===== src/rtl/ara_pkg.sv =====
// rtl/ara_pkg.sv - shared vector types, element widths and mask-compare sequencer states
package ara_pkg;

   localparam int unsigned ELEN = 64;

   typedef logic [15:0] vlen_t;

   typedef enum logic [1:0] {
      EW8  = 2'd0,
      EW16 = 2'd1,
      EW32 = 2'd2,
      EW64 = 2'd3
   } vew_e;

   typedef enum logic [1:0] {
      IDLE  = 2'd0,
      RUN   = 2'd1,
      DRAIN = 2'd2
   } cmp_state_e;

   function automatic int unsigned idx_width(input int unsigned num);
      return (num > 1) ? unsigned'($clog2(num)) : 1;
   endfunction

endpackage


===== src/rtl/masku_cmp_sequencer.sv =====
// rtl/masku_cmp_sequencer.sv - beat sequencer packing per-lane compare results into mask words
module masku_cmp_sequencer
   import ara_pkg::*;
#(
   parameter int unsigned NrLanes = 0,
   localparam int unsigned DATAPATH_WIDTH = NrLanes * ELEN,
   localparam int unsigned LaneW = (NrLanes > 0) ? NrLanes : 1,
   localparam int unsigned PntW = idx_width(DATAPATH_WIDTH) + 1
) (
   input  logic             clk_i,
   input  logic             rst_i,
   input  logic             vinsn_valid_i,
   output logic             vinsn_ready_o,
   input  vlen_t            vl_i,
   input  vew_e             vsew_i,
   input  logic [LaneW-1:0] operand_valid_i,
   output logic [LaneW-1:0] operand_ready_o,
   output logic             compress_en_o,
   output logic [PntW-1:0]  vrf_pnt_o,
   output logic             result_valid_o,
   input  logic             result_ready_i,
   output logic             result_last_o,
   output logic             done_o
);

   cmp_state_e      state;
   vlen_t           remaining;
   vew_e            sew;
   logic [PntW-1:0] vrf_pnt;
   logic            result_valid;
   logic            result_last;
   logic            done_q;

   logic [PntW-1:0] epb;
   logic [PntW-1:0] consumed;
   logic [PntW-1:0] pnt_sum;
   vlen_t           rem_after;
   logic            word_full;
   logic            fire;
   logic            res_hs;

   // One mask bit per element, so a beat advances the pointer by its element count
   always_comb begin
      epb       = PntW'(NrLanes) << (2'd3 - 2'(sew));
      consumed  = (remaining < vlen_t'(epb)) ? PntW'(remaining) : epb;
      pnt_sum   = vrf_pnt + consumed;
      rem_after = remaining - vlen_t'(consumed);
      word_full = (pnt_sum == PntW'(DATAPATH_WIDTH));
      res_hs    = result_valid && result_ready_i;
      fire      = (state == RUN) && (&operand_valid_i) && (!result_valid || result_ready_i);
   end

   always_ff @(posedge clk_i or posedge rst_i) begin
      if (rst_i) begin
         state        <= IDLE;
         remaining    <= '0;
         sew          <= EW8;
         vrf_pnt      <= '0;
         result_valid <= 1'b0;
         result_last  <= 1'b0;
         done_q       <= 1'b0;
      end else begin
         done_q <= 1'b0;
         if (res_hs) begin
            result_valid <= 1'b0;
            result_last  <= 1'b0;
         end
         case (state)
            IDLE: begin
               if (vinsn_valid_i) begin
                  if (vl_i != '0) begin
                     remaining <= vl_i;
                     sew       <= vsew_i;
                     vrf_pnt   <= '0;
                     state     <= RUN;
                  end else begin
                     done_q <= 1'b1;
                  end
               end
            end
            RUN: begin
               if (fire) begin
                  remaining <= rem_after;
                  vrf_pnt   <= word_full ? '0 : pnt_sum;
                  // Setting valid here overrides the handshake clear above: back-to-back words
                  if (word_full || rem_after == '0) begin
                     result_valid <= 1'b1;
                     result_last  <= (rem_after == '0);
                  end
                  if (rem_after == '0) begin
                     state <= DRAIN;
                  end
               end
            end
            DRAIN: begin
               if (res_hs) begin
                  state <= IDLE;
               end
            end
            default: state <= IDLE;
         endcase
      end
   end

   assign vinsn_ready_o   = (state == IDLE) && !rst_i;
   assign operand_ready_o = fire ? '1 : '0;
   assign compress_en_o   = fire;
   assign vrf_pnt_o       = vrf_pnt;
   assign result_valid_o  = result_valid;
   assign result_last_o   = result_last;
   assign done_o          = done_q || ((state == DRAIN) && res_hs);

endmodule

===== config.mk =====
export PLATFORM = sky130hd
export DESIGN_NAME = masku_cmp_sequencer
export DESIGN_NICKNAME = d
export VERILOG_FILES = /design/src/rtl/ara_pkg.sv /design/src/rtl/masku_cmp_sequencer.sv
export SDC_FILE = /design/constraint.sdc
export NUM_CORES = 1
export LEC_CHECK = 0
export ABC_AREA = 1
export BUFFER_PORTS_ARGS = -buffer_cell sky130_fd_sc_hd__buf_4
export CORE_AREA = 5 5 61 63
export CTS_BUF_LIST = sky130_fd_sc_hd__clkbuf_8
export CTS_CLUSTER_DIAMETER = 150
export DETAILED_ROUTE_END_ITERATION = 10
export DIE_AREA = 0 0 66 68
export HOLD_SLACK_MARGIN = 0.15
export PLACE_DENSITY = 0.72
export SLEW_MARGIN = 20
export SYNTH_ARGS = -nofsm -noshare
export SYNTH_HDL_FRONTEND = slang
export SYNTH_SLANG_ARGS = --single-unit

===== constraint.sdc =====
create_clock -name clk_i -period 1.85 [get_ports clk_i]
set_clock_uncertainty 0.15 [all_clocks]
set_input_delay 0 -clock clk_i [delete_from_list [all_inputs] [get_ports clk_i]]
set_output_delay 0 -clock clk_i [all_outputs]
set_load 0.1 [all_outputs]

==> metrics.md, run 1 <==
| Metric | Value |
|---|---|
| Status | `complete, no violations` |
| Vias per cell | `4.66` |
| Area grow syn2layout | `46.1%` |
| Area leader, netlist | `dfrtp_1` |
| Ports | `31` |
| Critical path's slowest cell | `dfrtp_1` |
| CTS tree | `done` |
| # diodes | `0` |
| Commonest cells after routing, fill and taps aside | `42 x nand2_1, 36 x buf_4, 25 x inv_1` |
| Max H-tree Level | `1` |
| RD Place Congestion | `0.794` |
| Hold WC Path Type | `primary input to async pin` |
| Antenna violations before repair | `0` |
| Worst-skew pair later-pin latency | `0.27 ns` |
| Vias in the first global route | `1235` |
| Yosys reg bits | `23` |
| Mapped Nets | `211` |
| Max IR drop VDD | `0.772 mV` |
| Crit path cell chain | `inv_2 > ha_2 > nor2_4 > nand3_2 > nor2_1 > nor2_1 > nor2_1 > nand3_2 > nand2_2 > nand2_1 > nand2_1 > nand2_1` |
| Post-synthesis cell count | `186` |
| Clk slew on worst S/H paths | `roughly 0.08 ns` |
| Seq/Total Area, Yosys | `0.415` |
| Placeable Area | `3180 um^2` |
| Initial Util | `0.436` |
| Syn. warnings | `0` |
| CP max stage delay | `0.38 ns` |
| Register area | `579 um^2` |
| Tcrit/Tclk final | `0.987` |
| DP Wirelength | `2.23 mm` |
| DRC | `0` |
| Fin nets | `270` |
| Max clock buf depth | `2` |
| Worst Setup End Kind | `register` |
| Port bufs | `28` |
| Leak pwr | `1.04 nW` |
| Compound-gate portion of the synthesized area | `0.115` |
| Final Max Slew Viols | `0` |
| Crit path kind | `register to register` |
| CP Launch Type | `register` |
| # clock sinks | `23` |
| Fmax | `548 MHz` |
| First-pass GRT wire length | `around 5.5 mm` |
| Final min period | `1.83 ns` |
| Placed Area | `1690 um^2` |
| Hold Violations, Final | `0` |
| Filler cells | `267` |
| WP data arrival | `around 1.8 ns` |
| Largest net degree at the start of global routing | `24` |
| Post-Synth Simple-Gate Area | `0.325` |
| Largest family of logic cells by synthesized area | `simple AND/OR/NAND/NOR gates` |
| Mapped Area | `between 1000 and 1500 um^2` |
| Initial detailed-routing violation count | `73` |
| ANT nets after route | `0` |
| Total power | `0.00338 W` |
| Post-route design area | `2030 um^2` |
| Adder-cell share of the synthesized area | `0.0180` |
| Total CTS buffers | `3` |
| Die W | `approximately 66 um` |
| Layout cell share with drive strength beyond 1 | `0.328` |
| Pwr dens | `1670 nW/um^2` |
| Final setup violating endpoints | `0` |
| GRT Residual Overflow | `0` |
| CP Data Required Time | `between 1.5 and 2 ns` |
| Root Driver | `clkbuf_8` |
| Via count | `1351` |
| Maxcap violations | `0` |
| CP Max Fanout | `3` |
| Post-synthesis cell type count | `26` |
| Overall routing resource usage | `0.161` |
| Drt wl/cell | `around 12 um` |
| Die Ht | `between 60 and 70 um` |
| Post-route setup TNS | `0 ns` |
| Aggregate routed wire length | `3.49 mm` |
| Die area | `4490 um^2` |
| FP Rows | `21` |
| Area share of the largest cell type after synthesis | `0.415` |
| Synthesized area per cell | `7.46 um^2` |
| Post-Synth XOR/XNOR Area | `0.00631` |
| Area of the multi-input gates | `a little over 700 um^2` |
| Most common cell after layout, fill and taps aside | `nand2_1` |
| Largest cells by area after synthesis | `dfrtp_1 41%, nand2_1 12%, inv_1 7.3%` |
| Post-synthesis mux area share | `0.00721` |
| R2R depth | `12` |
| Drt first pass iters | `4` |
[worst max-delay path, delay by kind of cell, from the launching register on]
family,cells,cell delay [ns]
fa+ha+maj,1,0.18
buf+inv,1,0.05
flops,1,0.38
simple gates,10,0.96
[metal layers]
layer | vias to the layer above | global-route usage | share of wire
met1 | 621 | 0.210 | 0.44
met2 | 34 | 0.274 | 0.51
met3 | 7 | 0.0213 | 0.036
li1 | 689 | - | -
met5 | - | 0 | 0
met4 | 0 | 0.0609 | 0.020
[per-stage QoR]
| step | utilization | instances | setup WS [ns] | hold WS [ns] |
|---|---|---|---|---|
| after floorplan | - | 186 | -0.739 | -0.148 |
| after global placement | 0.531 | 262 | 0.0626 | -0.0684 |
| after detailed placement | 0.531 | 262 | -0.0122 | -0.0701 |
| after CTS | 0.608 | 286 | 0.00157 | 0.192 |
| after global routing | 0.638 | 290 | -0.0433 | 0.224 |
| final | 0.638 | 290 | 0.0245 | 0.198 |
[state kept, by name, indices dropped and copies added, names as in the netlist]
name	cells
done_q	1
result_valid_o	1
result_last_o	1
vrf_pnt_o	2
remaining	16
state	2
[power by group]
part           internal (W)  leakage (nW)  switching, W  total [W]
sequential         0.000738         0.287      0.000176   0.000914
combinational      0.000778         0.730       0.00138    0.00216
clock              0.000148        0.0269      0.000163   0.000312
[cells by family (layout without fill, tap and decap cells)]
kind of cell    count (synthesis)  after routing
fa+ha+maj                       2              2
mux                             1              1
buf+inv                        33             91
simple gates                  100            100
xor+xnor                        1              1
other cells                     2              2
flops                          23             23
compound gates                 24             24
[path summary, 6_finish.rpt]
check | startpoint | endpoint | slack (ns)
worst min-delay path | rst_i | state[1]$_DFFE_PP0P_ | 0.20
min in group clk_i | remaining[0]$_DFFE_PP0P_ | remaining[0]$_DFFE_PP0P_ | 0.33
worst max register to register | remaining[1]$_DFFE_PP0P_ | state[0]$_DFFE_PP0P_ | 0.02
worst min register to register | remaining[0]$_DFFE_PP0P_ | remaining[0]$_DFFE_PP0P_ | 0.33
worst max-delay path | remaining[1]$_DFFE_PP0P_ | state[0]$_DFFE_PP0P_ | 0.02
max in group asynchronous | rst_i | result_valid_o$_DFF_PP0_ | 1.10
[synth_stat cells]
master,instances
a21o_1,1
a21oi_1,1
a21oi_2,1
and3_1,1
buf_4,1
buf_6,3
clkinv_2,1
conb_1,2
dfrtp_1,23
ha_1,2
inv_1,27
inv_2,1
mux2i_1,1
nand2_1,43
nand2_2,10
nand2_4,1
nand3_1,13
nand4_1,1
nor2_1,25
nor2_2,2
nor3_1,3
nor3_4,1
o21ai_0,12
o21ai_2,8
o21bai_1,1
xnor2_1,1
[cell type report]
cell class / instances / share of cell area
repair buffers: 58 / 0.254
clock inverters: 1 / 0.00185
flip-flops and latches: 23 / 0.286
clock buffers: 3 / 0.0204
well taps: 46 / 0.0284
multi-input cells: 130 / 0.354
inverters: 29 / 0.0556
[timing repair]
action	in CTS	in global routing
hold buffers	20	0
buffers inserted	0	3
setup endpoints to repair	1	19
pin swaps	0	8
resized for setup	1	13
gates cloned	0	1
hold endpoints to repair	46	0
Power figures use the tool's default switching activity.
==> run 2: changes to the inputs <==
PLACE_DENSITY = 0.69   (was 0.72)
clock period = 1.8 ns   (was 1.85 ns; I/O delays follow)
==> run 2 against run 1 <==
  * Die area unchanged
  * Largest power group unchanged
  * Sequential cell count unchanged
  * Largest cell class unchanged
  * Critical path type unchanged
  * Core utilization up 2.8 points
  * Worst hold slack gained 0.034 ns
==> metrics.md, run 2 (same netlist as run 1, synthesis figures left out) <==
| Metric | Value |
|---|---|
| Status | `complete, no violations (unchanged)` |
| Die W | `66 um (unchanged)` |
| Worst Setup SP | `remaining[1]$_DFFE_PP0P_ (unchanged)` |
| Hold Violations, Final | `0 (unchanged)` |
| First-pass GRT wire length | `5.36 mm (was 5.51 mm)` |
| Initial detailed-routing violation count | `50 (was 73)` |
| Crit path kind | `register to register (unchanged)` |
| # clock sinks | `23 (unchanged)` |
| RSZ-0062 raised after global routing | `true` |
| RD Place Congestion | `0.805 (was 0.794)` |
| Leak pwr | `1.08 nW (was 1.04 nW)` |
| CTS tree | `done (unchanged)` |
| Max IR drop VDD | `1.01 mV (was 0.772 mV)` |
| FP Rows | `21 (unchanged)` |
| Pwr dens | `1730 nW/um^2 (was 1670 nW/um^2)` |
| DP Wirelength | `2.28 mm (was 2.23 mm)` |
| Via count | `1369 (was 1351)` |
| Final Max Slew Viols | `0 (unchanged)` |
| Total CTS buffers | `3 (unchanged)` |
| Met3 Use GR | `0.0148 (was 0.0213)` |
| Post-route design area | `2120 um^2 (was 2030 um^2)` |
| Fin nets | `273 (was 270)` |
| Maxcap violations | `0 (unchanged)` |
| Hold WC Path Type | `primary input to async pin (unchanged)` |
| Placed insts | `264 (was 262)` |
| # diodes | `0 (unchanged)` |
| Final setup violating endpoints | `0 (unchanged)` |
| Layout cell share with drive strength beyond 1 | `0.360 (was 0.328)` |
| ANT nets after route | `0 (unchanged)` |
| Placeable Area | `3180 um^2 (unchanged)` |
| R2R Path Start | `remaining[1]$_DFFE_PP0P_ (unchanged)` |
| Post-Layout Cell Count | `293 (was 290)` |
| Antenna violations before repair | `0 (unchanged)` |
| Initial Util | `0.436 (unchanged)` |
| Drt first pass iters | `4 (unchanged)` |
| Ports | `31 (unchanged)` |
| CP Launch Type | `register (unchanged)` |
| Die area | `4490 um^2 (unchanged)` |
| Met1 usage | `0.204 (was 0.210)` |
| Die Ht | `68 um (unchanged)` |
| CP Data Required Time | `1.81 ns (was 1.86 ns)` |
| Fmax | `556 MHz (was 548 MHz)` |
| Vias in the first global route | `1231 (was 1235)` |
| Overall routing resource usage | `0.157 (was 0.161)` |
| Clk slew on worst S/H paths | `0.08 ns (about the same)` |
| Root Driver | `clkbuf_8 (unchanged)` |
| Max reg flops | `16 (unchanged)` |
| Drt wl/cell | `11.6 um (was 12.0 um)` |
| Max H-tree Level | `1 (unchanged)` |
| WP data arrival | `1.81 ns (was 1.84 ns)` |
| GRT Residual Overflow | `0 (unchanged)` |
| GR Util met2 | `0.272 (was 0.274)` |
| Commonest cells after routing, fill and taps aside | `38 x buf_4, 37 x nand2_1, 25 x inv_1 (was 42 x nand2_1, 36 x buf_4, 25 x inv_1)` |
| Worst Setup End Kind | `register (unchanged)` |
| Worst-skew pair later-pin latency | `0.27 ns (about the same)` |
| DRC | `0 (unchanged)` |
| Final min period | `1.80 ns (was 1.83 ns)` |
| Vias per cell | `4.67 (was 4.66)` |
| Max clock buf depth | `2 (unchanged)` |
| Most common cell after layout, fill and taps aside | `buf_4 (was nand2_1)` |
| Aggregate routed wire length | `3.39 mm (was 3.49 mm)` |
| Busiest layer in global routing | `met2 (unchanged)` |
| Largest net degree at the start of global routing | `24 (unchanged)` |
| Area grow syn2layout | `52.5% (was 46.1%)` |
| Placed Area | `1700 um^2 (was 1690 um^2)` |
| Tcrit/Tclk final | `0.998 (was 0.987)` |
| CP Max Fanout | `3 (unchanged)` |
| Port bufs | `28 (unchanged)` |
| Most flop-heavy register | `remaining (unchanged)` |
run 2: cell count changes in the layout (fill, tap and decap cells not counted), moves of 2 or more:
cell | before | now
nand2_1 | 42 | 37
nor2_1 | 22 | 20
nand2_2 | 10 | 8
nand2_4 | 2 | 9
buf_4 | 36 | 38
run 2: per-stage QoR:
stage               utilization  setup TNS [ns]  power (W)  hold WS (ns)  worst slack (ns)
finish                    0.665               0    0.00366         0.233           0.00303
global route              0.665          -0.924    0.00395         0.253            -0.131
CTS                       0.614         -0.0295    0.00327         0.191           -0.0295
detailed placement        0.535          -0.158    0.00289       -0.0691           -0.0908
global placement          0.535               0    0.00286       -0.0685            0.0108
floorplan                     -          -15.80    0.00244        -0.148            -0.789
run 2: worst paths after layout:
check                                                  to  slack (ns)  cells after the start
worst max-delay path                 state[0]$_DFFE_PP0P_       0.003                     12
worst min-delay path             result_valid_o$_DFF_PP0_        0.23                      4
worst max register to register       state[0]$_DFFE_PP0P_       0.003                     12
worst min register to register  remaining[13]$_DFFE_PP0P_        0.35                      2
max in group asynchronous        result_valid_o$_DFF_PP0_        1.01                      4
min in group clk_i              remaining[13]$_DFFE_PP0P_        0.35                      2
run 2: where the power goes:
group | total, W | internal (W) | switching [W]
logic | 0.00236 | 0.000906 | 0.00146
clock network | 0.000322 | 0.000153 | 0.000170
registers | 0.000977 | 0.000759 | 0.000218
total | 0.00366 | 0.00182 | 0.00185
run 2: what timing repair did:
| item | in CTS | in global routing |
|---|---|---|
| gates cloned | 0 | 1 |
| endpoints found under the setup margin | 4 | 21 |
| gates resized for setup | 2 | 29 |
| setup buffers | 0 | 4 |
| hold endpoints to repair | 46 | 0 |
| hold buffers | 20 | 0 |
| pin swaps | 1 | 9 |
run 2: metal layers:
| layer | vias up | wire (um) | share of wire |
|---|---|---|---|
| met4 | 0 | 57 | 0.017 |
| met1 | 622 | 1510 | 0.45 |
| met5 | - | 0 | 0 |
| li1 | 701 | - | - |
| met3 | 5 | 131 | 0.039 |
| met2 | 41 | 1690 | 0.50 |
run 2: area by class of cell:
cell class / count / area, um^2
tap: 46 / 57.6
multi-input combinational: 130 / 779
inverter: 29 / 113
clock buffer: 3 / 41.3
timing repair buffer: 61 / 542
fill: 249 / 1060
sequential: 23 / 579
clock inverter: 1 / 3.75
run 2: worst max-delay path, cell delays in order (launching register included):
cell     delay [ns]
dfrtp_1        0.41
inv_2          0.08
ha_4           0.17
nor2_4         0.14
nand3_2        0.12
nand2_1        0.07
nand2_1        0.07
nor2_1         0.15
nand3_2        0.11
nand2_2        0.09
nand2_1        0.05
nand2_1        0.05
nand2_1        0.05
==> run 3: changes to the inputs <==
CTS_BUF_LIST = unset   (was sky130_fd_sc_hd__clkbuf_8)
clock period = 2.1 ns   (was 1.8 ns; I/O delays follow)
==> run 3 against run 2 <==
  * Power fell by 24%
  * Sequential power fell by 18%
  * Global-route usage fell by 0.62 points
  * Critical endpoint is now remaining[11]$_DFFE_PP0P_
  * Largest cell class unchanged
==> metrics.md, run 3 (same netlist as run 1, synthesis figures left out) <==
| Metric | Value |
|---|---|
| Largest net degree at the start of global routing | `16 (was 24)` |
| Sw frac | `0.509 (was 0.504)` |
| Layout cell share with drive strength beyond 1 | `0.297 (was 0.360)` |
| CP Launch Type | `register (unchanged)` |
| Maxcap violations | `0 (unchanged)` |
| Max H-tree Level | `1 (unchanged)` |
| Worst Setup End Kind | `register (unchanged)` |
| Via count | `1319 (was 1369)` |
| Drt first pass iters | `4 (unchanged)` |
| Worst-skew pair later-pin latency | `0.31 ns (was 0.27 ns)` |
| Final setup violating endpoints | `0 (unchanged)` |
| Final Max Slew Viols | `0 (unchanged)` |
| Vias per cell | `4.47 (was 4.67)` |
| DP Wirelength | `2.25 mm (was 2.28 mm)` |
| DRC | `0 (unchanged)` |
| Clock power share | `0.075 (was 0.088)` |
| Commonest cells after routing, fill and taps aside | `43 x nand2_1, 38 x buf_4, 26 x inv_1 (was 38 x buf_4, 37 x nand2_1, 25 x inv_1)` |
| First-pass GRT wire length | `5.18 mm (was 5.36 mm)` |
| Crit path cell chain | `buf_4 > buf_4 > nor2_1 > a21oi_2 > nand2_2 > inv_4 > nand3_1 > dlygate4sd3_1 > nand2_1 (was inv_2 > ha_4 > nor2_4 > nand3_2 > nand2_1 > nand2_1 > nor2_1 > nand3_2 > nand2_2 > nand2_1 > nand2_1 > nand2_1)` |
| Max IR drop VDD | `1.06 mV (was 1.01 mV)` |
| Rel. slew slack | `0.599` |
| Clk slew on worst S/H paths | `0.13 ns (was 0.08 ns)` |
| Max clock buf depth | `2 (unchanged)` |
| Critical path's slowest cell | `dlygate4sd3_1 (was dfrtp_1)` |
| CTS tree | `done (unchanged)` |
| Area grow syn2layout | `44.1% (was 52.5%)` |
| Crit path kind | `register to register (unchanged)` |
| ANT nets after route | `0 (unchanged)` |
| Aggregate routed wire length | `3.19 mm (was 3.39 mm)` |
| Slew @ Worst Pin | `0.601 ns` |
| Tcrit/Tclk final | `0.966 (was 0.998)` |
| Vias in the first global route | `1234 (was 1231)` |
| Status | `complete, no violations (unchanged)` |
| Slack of the critical path | `0.0710 ns (was 0.00303 ns)` |
| Hold WC Path Type | `primary input to async pin (unchanged)` |
| Die Ht | `68 um (unchanged)` |
| Total CTS buffers | `3 (unchanged)` |
| Total power | `0.00277 W (was 0.00366 W)` |
| # diodes | `0 (unchanged)` |
| Combinational share of power | `0.634 (was 0.645)` |
| Antenna violations before repair | `0 (unchanged)` |
| RD Place Congestion | `0.780 (was 0.805)` |
| Worst hold margin | `0.163 ns (was 0.233 ns)` |
| Initial Util | `0.436 (unchanged)` |
| Fin nets | `275 (was 273)` |
| Cell-internal power | `0.00136 W (was 0.00182 W)` |
| Pwr dens | `1390 nW/um^2 (was 1730 nW/um^2)` |
| FP Rows | `21 (unchanged)` |
| Max reg flops | `16 (unchanged)` |
| Most common cell after layout, fill and taps aside | `nand2_1 (was buf_4)` |
| Most flop-heavy register | `remaining (unchanged)` |
| Most frequent CP cell | `buf_4 (was nand2_1)` |
| Fmax | `493 MHz (was 556 MHz)` |
| CP Max Fanout | `7 (was 3)` |
| Initial detailed-routing violation count | `47 (was 50)` |
| Post-Layout Cell Count | `295 (was 293)` |
| Placeable Area | `3180 um^2 (unchanged)` |
| Overall routing resource usage | `0.151 (was 0.157)` |
| Final min period | `2.03 ns (was 1.80 ns)` |
| Switching Power | `0.00141 W (was 0.00185 W)` |
| CP Data Required Time | `2.17 ns (was 1.81 ns)` |
| Filler cells | `291 (was 249)` |
| Hold Violations, Final | `0 (unchanged)` |
| Drt wl/cell | `10.8 um (was 11.6 um)` |
| Die area | `4490 um^2 (unchanged)` |
| CP max stage delay | `0.55 ns (was 0.41 ns)` |
| Placed insts | `262 (was 264)` |
| Die W | `66 um (unchanged)` |
| # clock sinks | `23 (unchanged)` |
| GRT Residual Overflow | `0 (unchanged)` |
| Worst slack, placed | `0.200 ns (was -0.0908 ns)` |
| WP data arrival | `2.10 ns (was 1.81 ns)` |
| Ports | `31 (unchanged)` |
| Leak pwr | `1.04 nW (was 1.08 nW)` |
| Port bufs | `28 (unchanged)` |
| Root Driver | `clkbuf_4 (was clkbuf_8)` |
| Flop pwr share | `0.291 (was 0.267)` |
run 3: power groups by stage:
stage / sequential, W / clock, W / combinational, W
6_report: 0.000806 / 0.000208 / 0.00176
2_1_floorplan: 0.000990 / 0 / 0.00110
5_1_grt: 0.000834 / 0.000232 / 0.00194
3_5_place_dp: 0.000813 / 0 / 0.00160
3_3_place_gp: 0.000811 / 0 / 0.00158
4_1_cts: 0.000804 / 0.000211 / 0.00166
run 3: metrics by stage:
stage / utilization / TNS, ns / instance area (um^2)
final: 0.629 / 0 / 2000
after global routing: 0.629 / -0.0481 / 2000
after CTS: 0.614 / 0 / 1950
after detailed placement: 0.531 / 0 / 1690
after global placement: 0.531 / 0 / 1690
after floorplan: - / -8.89 / 1400
run 3: routing by layer:
metal | vias to the layer above | share of wire | track usage | wire, um
li1 | 697 | - | - | -
met1 | 596 | 0.47 | 0.195 | 1490
met2 | 24 | 0.50 | 0.265 | 1580
met3 | 2 | 0.026 | 0.0148 | 82
met4 | 0 | 0.010 | 0.0533 | 33
met5 | - | 0 | 0 | 0
run 3: area by class of cell:
class / count / area, um^2 / area share
Inverter: 29 / 113 / 0.0563
Tap cell: 46 / 57.6 / 0.0288
Clock buffer: 4 / 26.3 / 0.0131
Sequential cell: 23 / 581 / 0.290
Timing Repair Buffer: 63 / 548 / 0.274
Multi-Input combinational cell: 130 / 674 / 0.337
run 3: worst paths after layout:
kind / slack, ns / cells after the start / startpoint / end
hold / removal: 0.16 / 3 / rst_i / remaining[12]$_DFFE_PP0P_
hold reg to reg: 0.35 / 2 / remaining[15]$_DFFE_PP0P_ / remaining[15]$_DFFE_PP0P_
setup / recovery: 0.07 / 9 / state[1]$_DFFE_PP0P_ / remaining[11]$_DFFE_PP0P_
max in group asynchronous: 1.13 / 4 / rst_i / remaining[6]$_DFFE_PP0P_
setup reg to reg: 0.07 / 9 / state[1]$_DFFE_PP0P_ / remaining[11]$_DFFE_PP0P_
min in group clk_i: 0.34 / 4 / vl_i[3] / remaining[3]$_DFFE_PP0P_
run 3: worst max-delay path: cells and delay by family (launching register included):
kind / cells / cell delay, ns
AOI/OAI and AO/OA: 1 / 0.09
buffers and inverters: 4 / 0.90
DFF: 1 / 0.41
and+or+nand+nor: 4 / 0.38
run 3: what timing repair did:
item / in CTS / in global routing
buffers inserted: 0 / 5
hold endpoints to repair: 46 / 0
hold buffers: 24 / 0
resized for setup: 0 / 4
endpoints found under the setup margin: 0 / 5
